==> src/rtl/mem_bus_arbiter_if.sv <==
// Requester-side line bus channel: command/address/write beat out from the master,
// grant, write-ready, read beats and completion back from the arbiter.
interface mem_bus_arbiter_if #(
  parameter int ADDR_W = 15,
  parameter int DATA_W = 16
) ();
  logic [1:0]        cmd;
  logic [ADDR_W-1:0] addr;
  logic [DATA_W-1:0] wdata;
  logic              gnt;
  logic              wready;
  logic              rvalid;
  logic [DATA_W-1:0] rdata;
  logic              done;

  modport master (
    output cmd, addr, wdata,
    input  gnt, wready, rvalid, rdata, done
  );

  modport slave (
    input  cmd, addr, wdata,
    output gnt, wready, rvalid, rdata, done
  );
endinterface

==> src/rtl/mem_bus_arbiter.sv <==
// Round-robin arbiter sharing the cache-to-memory line bus between two requesters,
// holding the grant for a whole line transfer and flagging memory timeouts.
module mem_bus_arbiter #(
  parameter int ADDR_W  = 15,
  parameter int DATA_W  = 16,
  parameter int BEATS   = 8,
  parameter int TIMEOUT = 255
) (
  input  logic              clk_i,
  input  logic              reset_ni,
  mem_bus_arbiter_if.slave  m0_if,
  mem_bus_arbiter_if.slave  m1_if,
  output logic [1:0]        mem_cmd_o,
  output logic [ADDR_W-1:0] mem_addr_o,
  output logic [DATA_W-1:0] mem_wdata_o,
  input  logic              mem_resp_i,
  input  logic [DATA_W-1:0] mem_rdata_i,
  output logic              busy_o,
  output logic              err_o
);

  localparam int BCNT_W = $clog2(BEATS) + 1;
  localparam int TCNT_W = $clog2(TIMEOUT + 1);

  localparam logic [2:0] S_IDLE    = 3'd0;
  localparam logic [2:0] S_ISSUE   = 3'd1;
  localparam logic [2:0] S_WR_BEAT = 3'd2;
  localparam logic [2:0] S_WAIT    = 3'd3;
  localparam logic [2:0] S_RD_BEAT = 3'd4;
  localparam logic [2:0] S_DONE    = 3'd5;

  logic [2:0]        state_q, state_d;
  logic              owner_q, owner_d;
  logic              write_q, write_d;
  logic [ADDR_W-1:0] addr_q, addr_d;
  logic              ptr_q, ptr_d;
  logic [BCNT_W-1:0] beat_q, beat_d;
  logic [TCNT_W-1:0] tmo_q, tmo_d;
  logic              err_q, err_d;

  logic              req0, req1, win;
  logic [TCNT_W-1:0] tmo_inc;
  logic              last_beat;

  assign req0      = m0_if.cmd[1];
  assign req1      = m1_if.cmd[1];
  assign win       = (req0 && req1) ? ptr_q : req1;
  assign tmo_inc   = tmo_q + TCNT_W'(1);
  assign last_beat = (beat_q == BCNT_W'(BEATS - 1));

  always_comb begin
    state_d = state_q;
    owner_d = owner_q;
    write_d = write_q;
    addr_d  = addr_q;
    ptr_d   = ptr_q;
    beat_d  = beat_q;
    tmo_d   = tmo_q;
    err_d   = err_q;
    case (state_q)
      S_IDLE: begin
        if (req0 || req1) begin
          owner_d = win;
          write_d = win ? m1_if.cmd[0] : m0_if.cmd[0];
          addr_d  = win ? m1_if.addr : m0_if.addr;
          state_d = S_ISSUE;
        end
      end
      S_ISSUE: begin
        tmo_d   = '0;
        beat_d  = write_q ? BCNT_W'(1) : '0;
        state_d = write_q ? S_WR_BEAT : S_WAIT;
      end
      S_WR_BEAT: begin
        beat_d = beat_q + BCNT_W'(1);
        if (last_beat) state_d = S_WAIT;
      end
      S_WAIT: begin
        if (mem_resp_i) begin
          tmo_d = '0;
          if (write_q) begin
            state_d = S_DONE;
          end else begin
            beat_d  = BCNT_W'(1);
            state_d = S_RD_BEAT;
          end
        end else begin
          tmo_d = tmo_inc;
          if (tmo_inc == TCNT_W'(TIMEOUT)) begin
            err_d   = 1'b1;
            state_d = S_DONE;
          end
        end
      end
      S_RD_BEAT: begin
        if (mem_resp_i) begin
          tmo_d  = '0;
          beat_d = beat_q + BCNT_W'(1);
          if (last_beat) state_d = S_DONE;
        end else begin
          tmo_d = tmo_inc;
          if (tmo_inc == TCNT_W'(TIMEOUT)) begin
            err_d   = 1'b1;
            state_d = S_DONE;
          end
        end
      end
      S_DONE: begin
        ptr_d   = ~owner_q;
        tmo_d   = '0;
        beat_d  = '0;
        state_d = S_IDLE;
      end
      default: state_d = S_IDLE;
    endcase
  end

  always_ff @(posedge clk_i) begin
    if (!reset_ni) begin
      state_q <= S_IDLE;
      owner_q <= 1'b0;
      write_q <= 1'b0;
      addr_q  <= '0;
      ptr_q   <= 1'b0;
      beat_q  <= '0;
      tmo_q   <= '0;
      err_q   <= 1'b0;
    end else begin
      state_q <= state_d;
      owner_q <= owner_d;
      write_q <= write_d;
      addr_q  <= addr_d;
      ptr_q   <= ptr_d;
      beat_q  <= beat_d;
      tmo_q   <= tmo_d;
      err_q   <= err_d;
    end
  end

  // A write acknowledge in WAIT is not a read beat, so it is never forwarded.
  logic gnt, wready, rvalid, done;
  assign gnt    = (state_q == S_ISSUE);
  assign wready = (gnt && write_q) || (state_q == S_WR_BEAT);
  assign rvalid = mem_resp_i && (((state_q == S_WAIT) && !write_q) || (state_q == S_RD_BEAT));
  assign done   = (state_q == S_DONE);

  always_comb begin
    mem_cmd_o = 2'b00;
    if (gnt) mem_cmd_o = {1'b1, write_q};
    else if (state_q == S_WR_BEAT) mem_cmd_o = 2'b11;
  end

  assign mem_addr_o  = busy_o ? addr_q : '0;
  assign mem_wdata_o = wready ? (owner_q ? m1_if.wdata : m0_if.wdata) : '0;
  assign busy_o      = (state_q != S_IDLE);
  assign err_o       = err_q;

  assign m0_if.gnt    = gnt && !owner_q;
  assign m0_if.wready = wready && !owner_q;
  assign m0_if.rvalid = rvalid && !owner_q;
  assign m0_if.rdata  = m0_if.rvalid ? mem_rdata_i : '0;
  assign m0_if.done   = done && !owner_q;

  assign m1_if.gnt    = gnt && owner_q;
  assign m1_if.wready = wready && owner_q;
  assign m1_if.rvalid = rvalid && owner_q;
  assign m1_if.rdata  = m1_if.rvalid ? mem_rdata_i : '0;
  assign m1_if.done   = done && owner_q;

endmodule

==> src/flat_wrapper.sv <==
// flat-port wrapper written by rule: the top's interface ports become plain ports
module mem_bus_arbiter_flat 
#(
  parameter int ADDR_W  = 15,
  parameter int DATA_W  = 16,
  parameter int BEATS   = 8,
  parameter int TIMEOUT = 255
)
  (clk_i, reset_ni, mem_cmd_o, mem_addr_o, mem_wdata_o, mem_resp_i, mem_rdata_i, busy_o, err_o, m0_if_cmd, m0_if_addr, m0_if_wdata, m0_if_gnt, m0_if_wready, m0_if_rvalid, m0_if_rdata, m0_if_done, m1_if_cmd, m1_if_addr, m1_if_wdata, m1_if_gnt, m1_if_wready, m1_if_rvalid, m1_if_rdata, m1_if_done);
  mem_bus_arbiter_if #(.ADDR_W(ADDR_W), .DATA_W(DATA_W)) m0_if_i ();
  mem_bus_arbiter_if #(.ADDR_W(ADDR_W), .DATA_W(DATA_W)) m1_if_i ();
  input  logic clk_i;
  input  logic reset_ni;
  output logic [1:0] mem_cmd_o;
  output logic [ADDR_W-1:0] mem_addr_o;
  output logic [DATA_W-1:0] mem_wdata_o;
  input  logic mem_resp_i;
  input  logic [DATA_W-1:0] mem_rdata_i;
  output logic busy_o;
  output logic err_o;
  input wire logic [$bits(m0_if_i.cmd)-1:0] m0_if_cmd;
  input wire logic [$bits(m0_if_i.addr)-1:0] m0_if_addr;
  input wire logic [$bits(m0_if_i.wdata)-1:0] m0_if_wdata;
  output wire logic [$bits(m0_if_i.gnt)-1:0] m0_if_gnt;
  output wire logic [$bits(m0_if_i.wready)-1:0] m0_if_wready;
  output wire logic [$bits(m0_if_i.rvalid)-1:0] m0_if_rvalid;
  output wire logic [$bits(m0_if_i.rdata)-1:0] m0_if_rdata;
  output wire logic [$bits(m0_if_i.done)-1:0] m0_if_done;
  input wire logic [$bits(m1_if_i.cmd)-1:0] m1_if_cmd;
  input wire logic [$bits(m1_if_i.addr)-1:0] m1_if_addr;
  input wire logic [$bits(m1_if_i.wdata)-1:0] m1_if_wdata;
  output wire logic [$bits(m1_if_i.gnt)-1:0] m1_if_gnt;
  output wire logic [$bits(m1_if_i.wready)-1:0] m1_if_wready;
  output wire logic [$bits(m1_if_i.rvalid)-1:0] m1_if_rvalid;
  output wire logic [$bits(m1_if_i.rdata)-1:0] m1_if_rdata;
  output wire logic [$bits(m1_if_i.done)-1:0] m1_if_done;
  assign m0_if_i.cmd = m0_if_cmd;
  assign m0_if_i.addr = m0_if_addr;
  assign m0_if_i.wdata = m0_if_wdata;
  assign m0_if_gnt = m0_if_i.gnt;
  assign m0_if_wready = m0_if_i.wready;
  assign m0_if_rvalid = m0_if_i.rvalid;
  assign m0_if_rdata = m0_if_i.rdata;
  assign m0_if_done = m0_if_i.done;
  assign m1_if_i.cmd = m1_if_cmd;
  assign m1_if_i.addr = m1_if_addr;
  assign m1_if_i.wdata = m1_if_wdata;
  assign m1_if_gnt = m1_if_i.gnt;
  assign m1_if_wready = m1_if_i.wready;
  assign m1_if_rvalid = m1_if_i.rvalid;
  assign m1_if_rdata = m1_if_i.rdata;
  assign m1_if_done = m1_if_i.done;
  mem_bus_arbiter #(.ADDR_W(ADDR_W), .DATA_W(DATA_W), .BEATS(BEATS), .TIMEOUT(TIMEOUT)) u_core (.clk_i(clk_i), .reset_ni(reset_ni), .m0_if(m0_if_i), .m1_if(m1_if_i), .mem_cmd_o(mem_cmd_o), .mem_addr_o(mem_addr_o), .mem_wdata_o(mem_wdata_o), .mem_resp_i(mem_resp_i), .mem_rdata_i(mem_rdata_i), .busy_o(busy_o), .err_o(err_o));
endmodule
==> config.mk <==
export PLATFORM = sky130hd
export DESIGN_NAME = mem_bus_arbiter_flat
export DESIGN_NICKNAME = d
export VERILOG_FILES = /design/src/rtl/mem_bus_arbiter_if.sv /design/src/rtl/mem_bus_arbiter.sv /design/src/flat_wrapper.sv
export SDC_FILE = /design/constraint.sdc
export NUM_CORES = 1
export LEC_CHECK = 0
export CAP_MARGIN = 30
export CORE_ASPECT_RATIO = 1.2
export CORE_MARGIN = 1
export CORE_UTILIZATION = 40
export DETAILED_ROUTE_END_ITERATION = 10
export PLACE_DENSITY = 0.83
export REMOVE_ABC_BUFFERS = 1
export SETUP_SLACK_MARGIN = 0.1
export SKIP_LAST_GASP = 1
export SLEW_MARGIN = 20
export SYNTH_ARGS = -nofsm -noshare
export SYNTH_HDL_FRONTEND = slang
export SYNTH_SLANG_ARGS = --single-unit
==> constraint.sdc <==
create_clock -name clk_i -period 3.04 [get_ports clk_i]
set_input_delay 0.608 -clock clk_i [delete_from_list [all_inputs] [get_ports clk_i]]
set_output_delay 0.608 -clock clk_i [all_outputs]
set_load 0.02 [all_outputs]
==> impl_metrics.env, run 1 <==
export IMPL_ys_async_sr_fraction_pct=0
export IMPL_max_freq_mhz=355
export IMPL_synth_cell_type_count=50
export IMPL_antenna_found_initial=3
export IMPL_gr_total_overflow=0
export IMPL_power_density_mw_per_mm2=433
export IMPL_setup_viol=0
export IMPL_synth_area_mm2=0.00256
export IMPL_path_class="in2out"
export IMPL_drt_initial_drc_count=60
export IMPL_vias_per_cell=5.10
export IMPL_drt_pass1_iterations=4
export IMPL_reg2reg_setup_slack_ps=1020
export IMPL_instances_no_fill=559
export IMPL_gp_congestion=0.878
export IMPL_clockRootBuffer="clkbuf_8"
export IMPL_fp_dieArea_mm2=0.00674
export IMPL_cp_arrival_ps=2210
export IMPL_syn_area_per_cell_um2=8.07
export IMPL_grt_pass1_wl_um=12500
export IMPL_cp_cell_sequence="clkdlybuf4s50_1 > o21ai_1 > nor2_1 > buf_4 > and2_1 > clkdlybuf4s50_1"
export IMPL_nets=563
export IMPL_critPathCaptureType="output port"
export IMPL_synthTopCellsByArea="dfxtp_1 (27%), mux2i_1 (13%), and2_1 (12%), nor2_1 (8.8%), a211oi_2 (6.8%)"
export IMPL_yosysTopAreaCell="dfxtp_1"
export IMPL_crit_fanout=17
export IMPL_worstSetupPathDepth=6
export IMPL_io_pins=160
export IMPL_clockBufferDepth=2
export IMPL_area_growth_pct=69.0
export IMPL_syn_inst=318
export IMPL_antenna_left=0
export IMPL_yosysWarnings=0
export IMPL_cpPeakStageDelay_ps=610
export IMPL_seq_area_frac_synth_pct=26.5
export IMPL_numPlacedInstances=550
export IMPL_hold_path_class="reg2reg"
export IMPL_cp_slowest_cell="clkdlybuf4s50_1"
export IMPL_ys_ff_latch=34
export IMPL_chipHeight_um=89.7
export IMPL_rr_worst_depth=4
export IMPL_post_dp_cell_area_mm2=0.00423
export IMPL_dpl_hpwl_um=6660
export IMPL_die_w_um=75.1
export IMPL_fin_crit_ps=2820
export IMPL_finClkSkew_ps=3.94
export IMPL_cpLargestDelayFamily="buffers and inverters"
export IMPL_grt_max_degree=34
export IMPL_p_leak_nw=1.76
export IMPL_grt_pass1_vias=2610
export IMPL_fp_coreArea_mm2=0.00613
export IMPL_path_buf_inv=3
export IMPL_endpoint="m1_if_rdata[2]"
export IMPL_worstSkewPairLatency_ps=280
export IMPL_max_cap_violations=0
export IMPL_hold_viol_final=0
export IMPL_post_cts_buffers=0
export IMPL_crit_path_start_kind="input pin"
export IMPL_tightest_slew_ps=639
export IMPL_vias=2851
export IMPL_cts_sinks=34
export IMPL_regToRegEndpoint="u_core.owner_q"
export IMPL_wl_per_cell_um=14.6
export IMPL_synth_flop_cell="dfxtp_1"
export IMPL_cts_max_level=2
export IMPL_cts_tree="built"
export IMPL_start_util_pct=41.9
export IMPL_routed_wl_um=8180
export IMPL_layout_drive_gt1_share_pct=8.82
export IMPL_grt_use_total_pct=24.2
export IMPL_synth_edff_count=0
export IMPL_holdWs_ps=476
export IMPL_drc_errors=0
export IMPL_status="finished clean"
export IMPL_required_ps=2430
export IMPL_fin_crit_sh_pct=92.7
export IMPL_holdBufCountCts=0
export IMPL_rsz0062_at_grt="false"
export IMPL_synth_top_cell_area_share_pct=26.5
export IMPL_drv_slew=0
export IMPL_numCtsBuffers=5
export IMPL_slew_headroom_pct=57.4
export IMPL_crit_top_cell="clkdlybuf4s50_1"
export IMPL_critPathLaunch="mem_resp_i"
export IMPL_rows=31
export IMPL_setup_tns_ps=0
export IMPL_r2r_start="u_core.state_q[1]"
export IMPL_port_buffers=159
export IMPL_vdd_drop_max_mv=0.344
export IMPL_fin_area_mm2=0.00434
export IMPL_path_clk_slew_ps=70
kinds of logic (layout without fill, tap and decap cells):
logic type               count (synthesis)  after routing  share of synthesized area (%)
AND/OR/NAND/NOR                        155            155                           32.3
AO/OA/AOI/OAI                           61             61                           19.3
flip-flops                              34             34                           26.5
multiplexers                            33             33                           12.9
buffers and inverters                   26            184                           5.46
XOR/XNOR                                 6              6                           2.05
adder cells (fa/ha/maj)                  3              3                           1.46
other                                    0              1                              0
flip-flops by register name, summed over array words and instances (netlist names):
register / cells
u_core.addr_q: 15
u_core.tmo_q: 8
u_core.beat_q: 4
u_core.state_q: 3
u_core.err_o: 1
u_core.owner_q: 1
u_core.ptr_q: 1
u_core.write_q: 1
Yosys cell counts, drive strengths merged, types with 6 or more instances:
| library cell | count |
|---|---|
| o21ai | 6 |
| clkbuf | 6 |
| inv | 6 |
| a21oi | 18 |
| nor2 | 61 |
| and2 | 51 |
| nand2 | 8 |
| a211oi | 17 |
| dfxtp | 34 |
| buf | 14 |
| mux2i | 33 |
| nor3 | 6 |
layer usage:
layer | global-route usage (%) | wire length (µm)
met1 | 25.8 | 3100
met2 | 43.7 | 4070
met3 | 8.74 | 921
met4 | 5.97 | 85
met5 | 0 | 11
cell type report:
class	instances	area, µm²
clock buffers	7	86.3
well taps	82	103
clock inverters	1	5.00
inverters	6	22.5
multi-input cells	258	1750
flip-flops and latches	34	687
fillers	509	1790
repair buffers	170	1680
diodes	1	2.50
placed cells by master (no fill, tap or decap), types with 2 or more instances in the layout:
cell,instances
a211oi_2,14
clkbuf_8,6
dlymetal6s2s_1,3
nand2b_1,4
nor4b_1,2
a2111oi_2,2
o21ai_1,2
mux2i_1,33
nand2_1,8
buf_4,11
and2_1,51
xnor2_1,2
o21bai_1,2
a21o_1,2
nand3_1,2
clkdlybuf4s50_1,156
dfxtp_2,2
nor2_1,60
and3_1,4
nor2b_1,2
o21ai_0,2
ha_1,3
and2b_1,3
o21ai_2,2
o22ai_1,3
or3_1,3
nor3_1,5
o211a_1,3
xor2_1,4
a21oi_1,18
a211oi_1,3
dfxtp_1,31
inv_1,6
nor3b_1,3
report_power, final:
group / switching [W] / internal [W]
registers: 0.0000530 / 0.000513
clock network: 0.000157 / 0.000183
logic: 0.000498 / 0.000473
total: 0.000708 / 0.00117
worst min path at each step:
stage                          start          endpoint  cells after the start
CTS                     u_core.err_o      u_core.err_o                      1
global placement        u_core.err_o      u_core.err_o                      1
finish                  u_core.err_o      u_core.err_o                      1
global route            u_core.err_o      u_core.err_o                      1
detailed placement      u_core.err_o      u_core.err_o                      1
floorplan           u_core.beat_q[3]  u_core.beat_q[3]                      2
stage by stage:
stage / util (%) / total power (W) / setup slack, ps
after global placement: 69.0 / 0.00153 / 202
after CTS: 70.5 / 0.00189 / 110
after global routing: 70.7 / 0.00199 / 103
after floorplan: - / 0.00111 / 118
after detailed placement: 69.0 / 0.00155 / 195
final: 70.7 / 0.00188 / 223
timing repair:
item,CTS,global route
resized for setup,2,5
gates cloned,0,0
endpoints found under the setup margin,1,41
Power figures use the tool's default switching activity.
==> inputs of run 2 (changes only) <==
--- a/config.mk
+++ b/config.mk
@@ -5,7 +5,7 @@
 export SDC_FILE = /design/constraint.sdc
 export NUM_CORES = 1
 export LEC_CHECK = 0
-export CAP_MARGIN = 30
+export CAP_MARGIN = 20
 export CORE_ASPECT_RATIO = 1.2
 export CORE_MARGIN = 1
 export CORE_UTILIZATION = 40
==> results of run 2 <==
The final DEF is identical to that of run 1; final timing and power are the same.
